**src/rtl/lift_car_door_ctrl.sv**
```systemverilog
// Car-side responder for the lift controller: models floor-to-floor travel and
// sequences the door open/hold/close cycle followed by a short guard interval.
module lift_car_door_ctrl #(
    parameter int N_FLOORS         = 12,
    parameter int TRAVEL_CYCLES    = 8,
    parameter int DOOR_OPEN_CYCLES = 16,
    parameter int GUARD_CYCLES     = 2
) (
    input  logic                clk,
    input  logic                reset,
    input  logic                i_motion,
    input  logic                i_direction,
    input  logic                i_has_rqst_at_stopped_flr,
    input  logic                i_door_hold,
    output logic [N_FLOORS-1:0] o_flr_pos,
    output logic                o_door_open,
    output logic                o_limit_err
);

    localparam int IDX_W   = (N_FLOORS > 1) ? $clog2(N_FLOORS) : 1;
    localparam int MAX_TD  = (TRAVEL_CYCLES > DOOR_OPEN_CYCLES) ? TRAVEL_CYCLES : DOOR_OPEN_CYCLES;
    localparam int MAX_CYC = (MAX_TD > GUARD_CYCLES) ? MAX_TD : GUARD_CYCLES;
    localparam int CNT_W   = (MAX_CYC > 1) ? $clog2(MAX_CYC) : 1;

    localparam logic [CNT_W-1:0]    TRAVEL_LOAD = CNT_W'(TRAVEL_CYCLES - 1);
    localparam logic [CNT_W-1:0]    DOOR_LOAD   = CNT_W'(DOOR_OPEN_CYCLES - 1);
    localparam logic [CNT_W-1:0]    GUARD_LOAD  = CNT_W'(GUARD_CYCLES - 1);
    localparam logic [IDX_W-1:0]    TOP_IDX     = IDX_W'(N_FLOORS - 1);
    localparam logic [N_FLOORS-1:0] FLR_RESET   = N_FLOORS'(1);

    localparam logic [1:0] ST_AT_FLOOR = 2'd0;
    localparam logic [1:0] ST_TRAVEL   = 2'd1;
    localparam logic [1:0] ST_DOOR     = 2'd2;
    localparam logic [1:0] ST_GUARD    = 2'd3;

    logic [1:0]          state_q,    state_d;
    logic [IDX_W-1:0]    floor_q,    floor_d;
    logic [CNT_W-1:0]    cnt_q,      cnt_d;
    logic                dir_q,      dir_d;
    logic [N_FLOORS-1:0] flr_pos_q,  flr_pos_d;
    logic                door_q,     door_d;
    logic                err_q,      err_d;
    logic                move_legal;

    function automatic logic [N_FLOORS-1:0] onehot(input logic [IDX_W-1:0] idx);
        logic [N_FLOORS-1:0] v;
        v = '0;
        for (int i = 0; i < N_FLOORS; i++) begin
            if (idx == IDX_W'(i)) v[i] = 1'b1;
        end
        return v;
    endfunction

    // Saturating step keeps the index inside the shaft even if a bad move slipped through.
    function automatic logic [IDX_W-1:0] next_idx(input logic [IDX_W-1:0] idx, input logic up);
        logic [IDX_W-1:0] r;
        r = idx;
        if (up && (idx != TOP_IDX))
            r = idx + IDX_W'(1);
        else if (!up && (idx != '0))
            r = idx - IDX_W'(1);
        return r;
    endfunction

    assign move_legal = i_direction ? (floor_q != TOP_IDX) : (floor_q != '0);

    always_comb begin
        state_d   = state_q;
        floor_d   = floor_q;
        cnt_d     = cnt_q;
        dir_d     = dir_q;
        flr_pos_d = flr_pos_q;
        door_d    = door_q;
        err_d     = 1'b0;

        case (state_q)
            ST_AT_FLOOR: begin
                if (i_has_rqst_at_stopped_flr) begin
                    state_d = ST_DOOR;
                    cnt_d   = DOOR_LOAD;
                    door_d  = 1'b1;
                end else if (i_motion) begin
                    if (move_legal) begin
                        state_d   = ST_TRAVEL;
                        dir_d     = i_direction;
                        cnt_d     = TRAVEL_LOAD;
                        flr_pos_d = '0;
                    end else begin
                        err_d = 1'b1;
                    end
                end
            end

            ST_TRAVEL: begin
                if (cnt_q == '0) begin
                    floor_d   = next_idx(floor_q, dir_q);
                    flr_pos_d = onehot(next_idx(floor_q, dir_q));
                    state_d   = ST_AT_FLOOR;
                end else begin
                    cnt_d = cnt_q - CNT_W'(1);
                end
            end

            // Hold is checked before expiry so an obstruction on the last cycle still keeps the door open.
            ST_DOOR: begin
                if (i_door_hold) begin
                    cnt_d = DOOR_LOAD;
                end else if (cnt_q == '0) begin
                    door_d  = 1'b0;
                    cnt_d   = GUARD_LOAD;
                    state_d = ST_GUARD;
                end else begin
                    cnt_d = cnt_q - CNT_W'(1);
                end
            end

            // Inputs are ignored here so the ALU's clear pulse lands before the request is sampled again.
            ST_GUARD: begin
                if (cnt_q == '0) begin
                    state_d = ST_AT_FLOOR;
                end else begin
                    cnt_d = cnt_q - CNT_W'(1);
                end
            end

            default: begin
                state_d = ST_AT_FLOOR;
            end
        endcase
    end

    always_ff @(posedge clk or posedge reset) begin
        if (reset) begin
            state_q   <= ST_AT_FLOOR;
            floor_q   <= '0;
            cnt_q     <= '0;
            dir_q     <= 1'b0;
            flr_pos_q <= FLR_RESET;
            door_q    <= 1'b0;
            err_q     <= 1'b0;
        end else begin
            state_q   <= state_d;
            floor_q   <= floor_d;
            cnt_q     <= cnt_d;
            dir_q     <= dir_d;
            flr_pos_q <= flr_pos_d;
            door_q    <= door_d;
            err_q     <= err_d;
        end
    end

    assign o_flr_pos   = flr_pos_q;
    assign o_door_open = door_q;
    assign o_limit_err = err_q;

endmodule
```
**config.mk**
```make
export PLATFORM = sky130hd
export DESIGN_NAME = lift_car_door_ctrl
export DESIGN_NICKNAME = d
export VERILOG_FILES = /design/src/rtl/lift_car_door_ctrl.sv
export SDC_FILE = /design/constraint.sdc
export NUM_CORES = 1
export LEC_CHECK = 0
export ABC_AREA = 1
export BUFFER_PORTS_ARGS = -buffer_cell sky130_fd_sc_hd__buf_2
export CORE_MARGIN = 1.5
export CORE_UTILIZATION = 52
export CTS_BUF_LIST = sky130_fd_sc_hd__clkbuf_2
export CTS_CLUSTER_DIAMETER = 100
export DETAILED_ROUTE_END_ITERATION = 16
export PLACE_DENSITY = 0.8
export REMOVE_ABC_BUFFERS = 1
export SLEW_MARGIN = 20
export SYNTH_ARGS = -nofsm -noshare
export SYNTH_HDL_FRONTEND = slang
export SYNTH_SLANG_ARGS = --single-unit
```
**constraint.sdc**
```tcl
create_clock -name clk -period 1.7 [get_ports clk]
set_input_delay 0.17 -clock clk [delete_from_list [all_inputs] [get_ports clk]]
set_output_delay 0.17 -clock clk [all_outputs]
set_load 0.01 [all_outputs]
```
==> flow_metrics.env <==
export IMPL_clockBufferDepth=2
export IMPL_h_tree_depth=1
export IMPL_wl_per_cell_um=12.1
export IMPL_numClockSinks=25
export IMPL_drc=0
export IMPL_first_iter_violations=30
export IMPL_syn_avg_cell_area_um2=7.66
export IMPL_routabilityCongestion=0.929
export IMPL_period_minus_slack_ps=1640
export IMPL_min_delay_start="i_motion"
export IMPL_worst_pin_slew_ps=384
export IMPL_grt_pass1_wl_um=4500
export IMPL_rows=18
export IMPL_die_h_um=54.6
export IMPL_hold_class="in2reg"
export IMPL_cp_start_kind="flop"
export IMPL_num_vias=1234
export IMPL_root_buffer="clkbuf_2"
export IMPL_die_area_mm2=0.00298
export IMPL_numCtsBuffers=3
export IMPL_seq_area_frac_synth=0.452
export IMPL_setup_worst_path_class="reg2reg"
export IMPL_hold_end="o_limit_err"
export IMPL_cts_tree="built"
export IMPL_dp_hpwl_um=2040
export IMPL_final_cell_mix="nand2_1 (69), dfrtp_1 (23), buf_2 (19), inv_1 (14)"
export IMPL_grt_overflow=0
export IMPL_syn_instance_count=181
export IMPL_r2r_cells=9
export IMPL_critPathSlowestCell="dfrtp_2"
export IMPL_fp_dieW_um=54.6
export IMPL_fmax_ghz=0.610
export IMPL_fill_cells=212
export IMPL_diodes=0
export IMPL_drv_cap=0
export IMPL_powerDensity_mw_per_mm2=1730
export IMPL_slew_headroom=0.743
export IMPL_arrival_ps=1970
export IMPL_nets=220
export IMPL_ir_drop_mv=1.16
export IMPL_path_cells="inv_1, ha_4, xor2_1, nand3_1, nand2_1, inv_1, nor2_4, nand2_1, nand2_1"
export IMPL_drive_gt1_frac=0.282
export IMPL_required_ps=2030
export IMPL_core_mm2=0.00250
export IMPL_layout_commonest_cell="nand2_1"
export IMPL_hold_viol_final=0
export IMPL_holdPathStages=3
export IMPL_setup_violations=0
export IMPL_yosys_warnings=0
export IMPL_rsz0062_at_grt="true"
export IMPL_drtPass1Iterations=4
export IMPL_grt_util_all_layers=0.207
export IMPL_finClkSkew_ps=8.02
export IMPL_timing_setup_tns_ps=0
export IMPL_grt_max_degree=26
export IMPL_viasPerCell=5.16
export IMPL_r2r_end="o_flr_pos[7]"
export IMPL_p_leak_nw=0.915
export IMPL_cp_common_cell="nand2_1"
export IMPL_clkTransAtPathRegs_ps=240
export IMPL_end_kind="flop"
export IMPL_area_growth_pct=18.8
export IMPL_place_port_buffers=19
export IMPL_wirelength_um=2890
export IMPL_slowest_delay_ps=480
export IMPL_clock_latency_ps=360
export IMPL_finalCritPeriodShare=0.964
export IMPL_reg2reg_slack_ps=60
export IMPL_synth_area_mm2=0.00139
export IMPL_pin_count=20
export IMPL_antenna_found_initial=0
export IMPL_final_util=0.659
export IMPL_initial_utilization=0.555
export IMPL_drtAntennaViolNets=0
export IMPL_ys_ff_latch=25
export IMPL_outcome="finished, final reports clean"
export IMPL_slew_violations=0
export IMPL_ys_types=26
export IMPL_crit_fanout=4
export IMPL_reg2reg_from="floor_q[0]"
export IMPL_hold_slack_ps=51.4
export IMPL_grt_pass1_vias=1102
## worst max-delay path by stage
stage,slack [ps],to,cells after the start,from
6_report,60,o_flr_pos[7],9,floor_q[0]
5_1_grt,-30,cnt_q[1],10,floor_q[1]
4_1_cts,10,o_flr_pos[2],10,floor_q[1]
3_5_place_dp,9,o_flr_pos[2],10,floor_q[0]
3_3_place_gp,80,o_flr_pos[11],10,floor_q[0]
2_1_floorplan,220,o_flr_pos[10],10,floor_q[0]
## sequential cells by signal, indices dropped and copies added, names as in the netlist
register / flops
floor_q: 4
o_flr_pos: 12
o_limit_err: 1
dir_q: 1
o_door_open: 1
state_q: 2
cnt_q: 4
## what timing repair did
item / in CTS / in global routing
endpoints found under the setup margin: 3 / 17
gates resized for setup: 1 / 19
pin swaps: 0 / 2
hold endpoints to repair: 24 / 0
gates cloned: 0 / 0
buffers inserted: 0 / 4
hold buffers: 1 / 0
## worst max-delay path: cells and delay by family, from the launching register on
| family | cells | cell delay (ps) |
|---|---|---|
| adder cells (fa/ha/maj) | 1 | 170 |
| flip-flops | 1 | 480 |
| AND/OR/NAND/NOR | 5 | 580 |
| XOR/XNOR | 1 | 150 |
| buffers and inverters | 2 | 230 |
## metrics by stage
stage / setup WS (ps) / instances / area, um2 / power (mW)
2_1_floorplan: 222 / 180 / 1380 / 1.98
4_1_cts: 13.6 / 235 / 1560 / 2.56
3_3_place_gp: 80.9 / 230 / 1520 / 2.24
3_5_place_dp: 9.43 / 230 / 1520 / 2.30
5_1_grt: -34.7 / 239 / 1650 / 3.11
6_report: 61.4 / 239 / 1650 / 2.85
## cells in the mapped netlist
library cell   n  area (um2)
o211ai_1       1        7.51
a21oi_1        3        15.0
nand2_2        3        18.8
dfrtp_1       24         601
nand4_2        1        12.5
o22ai_1        1        6.26
inv_1         15        56.3
nor2_2         5        31.3
nand3b_1       1        7.51
nand4_1        1        6.26
o21ai_0        7        35.0
xor2_1         3        26.3
o21bai_1       1        7.51
inv_2          4        15.0
nor2_8         1        20.0
ha_1           4        50.1
buf_6          1        11.3
nor3b_1        1        7.51
nor3_1         1        5.00
nor2_1        13        48.8
dfstp_2        1        26.3
o21ai_1        1        5.00
nand2_1       74         278
nand3_1       10        50.1
xnor2_1        1        8.76
nand3_2        3        30.0
## metal layers
| metal | vias to the layer above | global-route usage | wire, um |
|---|---|---|---|
| li1 | 626 | - | - |
| met1 | 572 | 0.237 | 1230 |
| met2 | 30 | 0.379 | 1510 |
| met3 | 6 | 0.0574 | 124 |
| met4 | 0 | 0.0458 | 26 |
| met5 | - | 0 | 0 |
## cell families after synthesis
family | synth area share
flip-flops | 0.452
AND/OR/NAND/NOR | 0.372
adder cells (fa/ha/maj) | 0.0361
AO/OA/AOI/OAI | 0.0551
buffers and inverters | 0.0596
XOR/XNOR | 0.0253
## area by class of cell
| class | instances | area (um2) | area share |
|---|---|---|---|
| repair buffers | 25 | 143 | 0.0866 |
| multi-input cells | 136 | 742 | 0.451 |
| inverters | 19 | 73.8 | 0.0448 |
| clock buffers | 3 | 15.0 | 0.00912 |
| clock inverters | 1 | 7.51 | 0.00456 |
| flip-flops and latches | 25 | 628 | 0.381 |
| well taps | 30 | 37.5 | 0.0228 |
## report_power, final
| group | internal (mW) | total, mW | switching (mW) | leakage, nW |
|---|---|---|---|---|
| sequential | 0.805 | 0.992 | 0.187 | 0.319 |
| combinational | 0.615 | 1.62 | 1.00 | 0.584 |
| clock | 0.0546 | 0.238 | 0.184 | 0.0126 |
No activity file was read; power rests on OpenSTA's default activity.
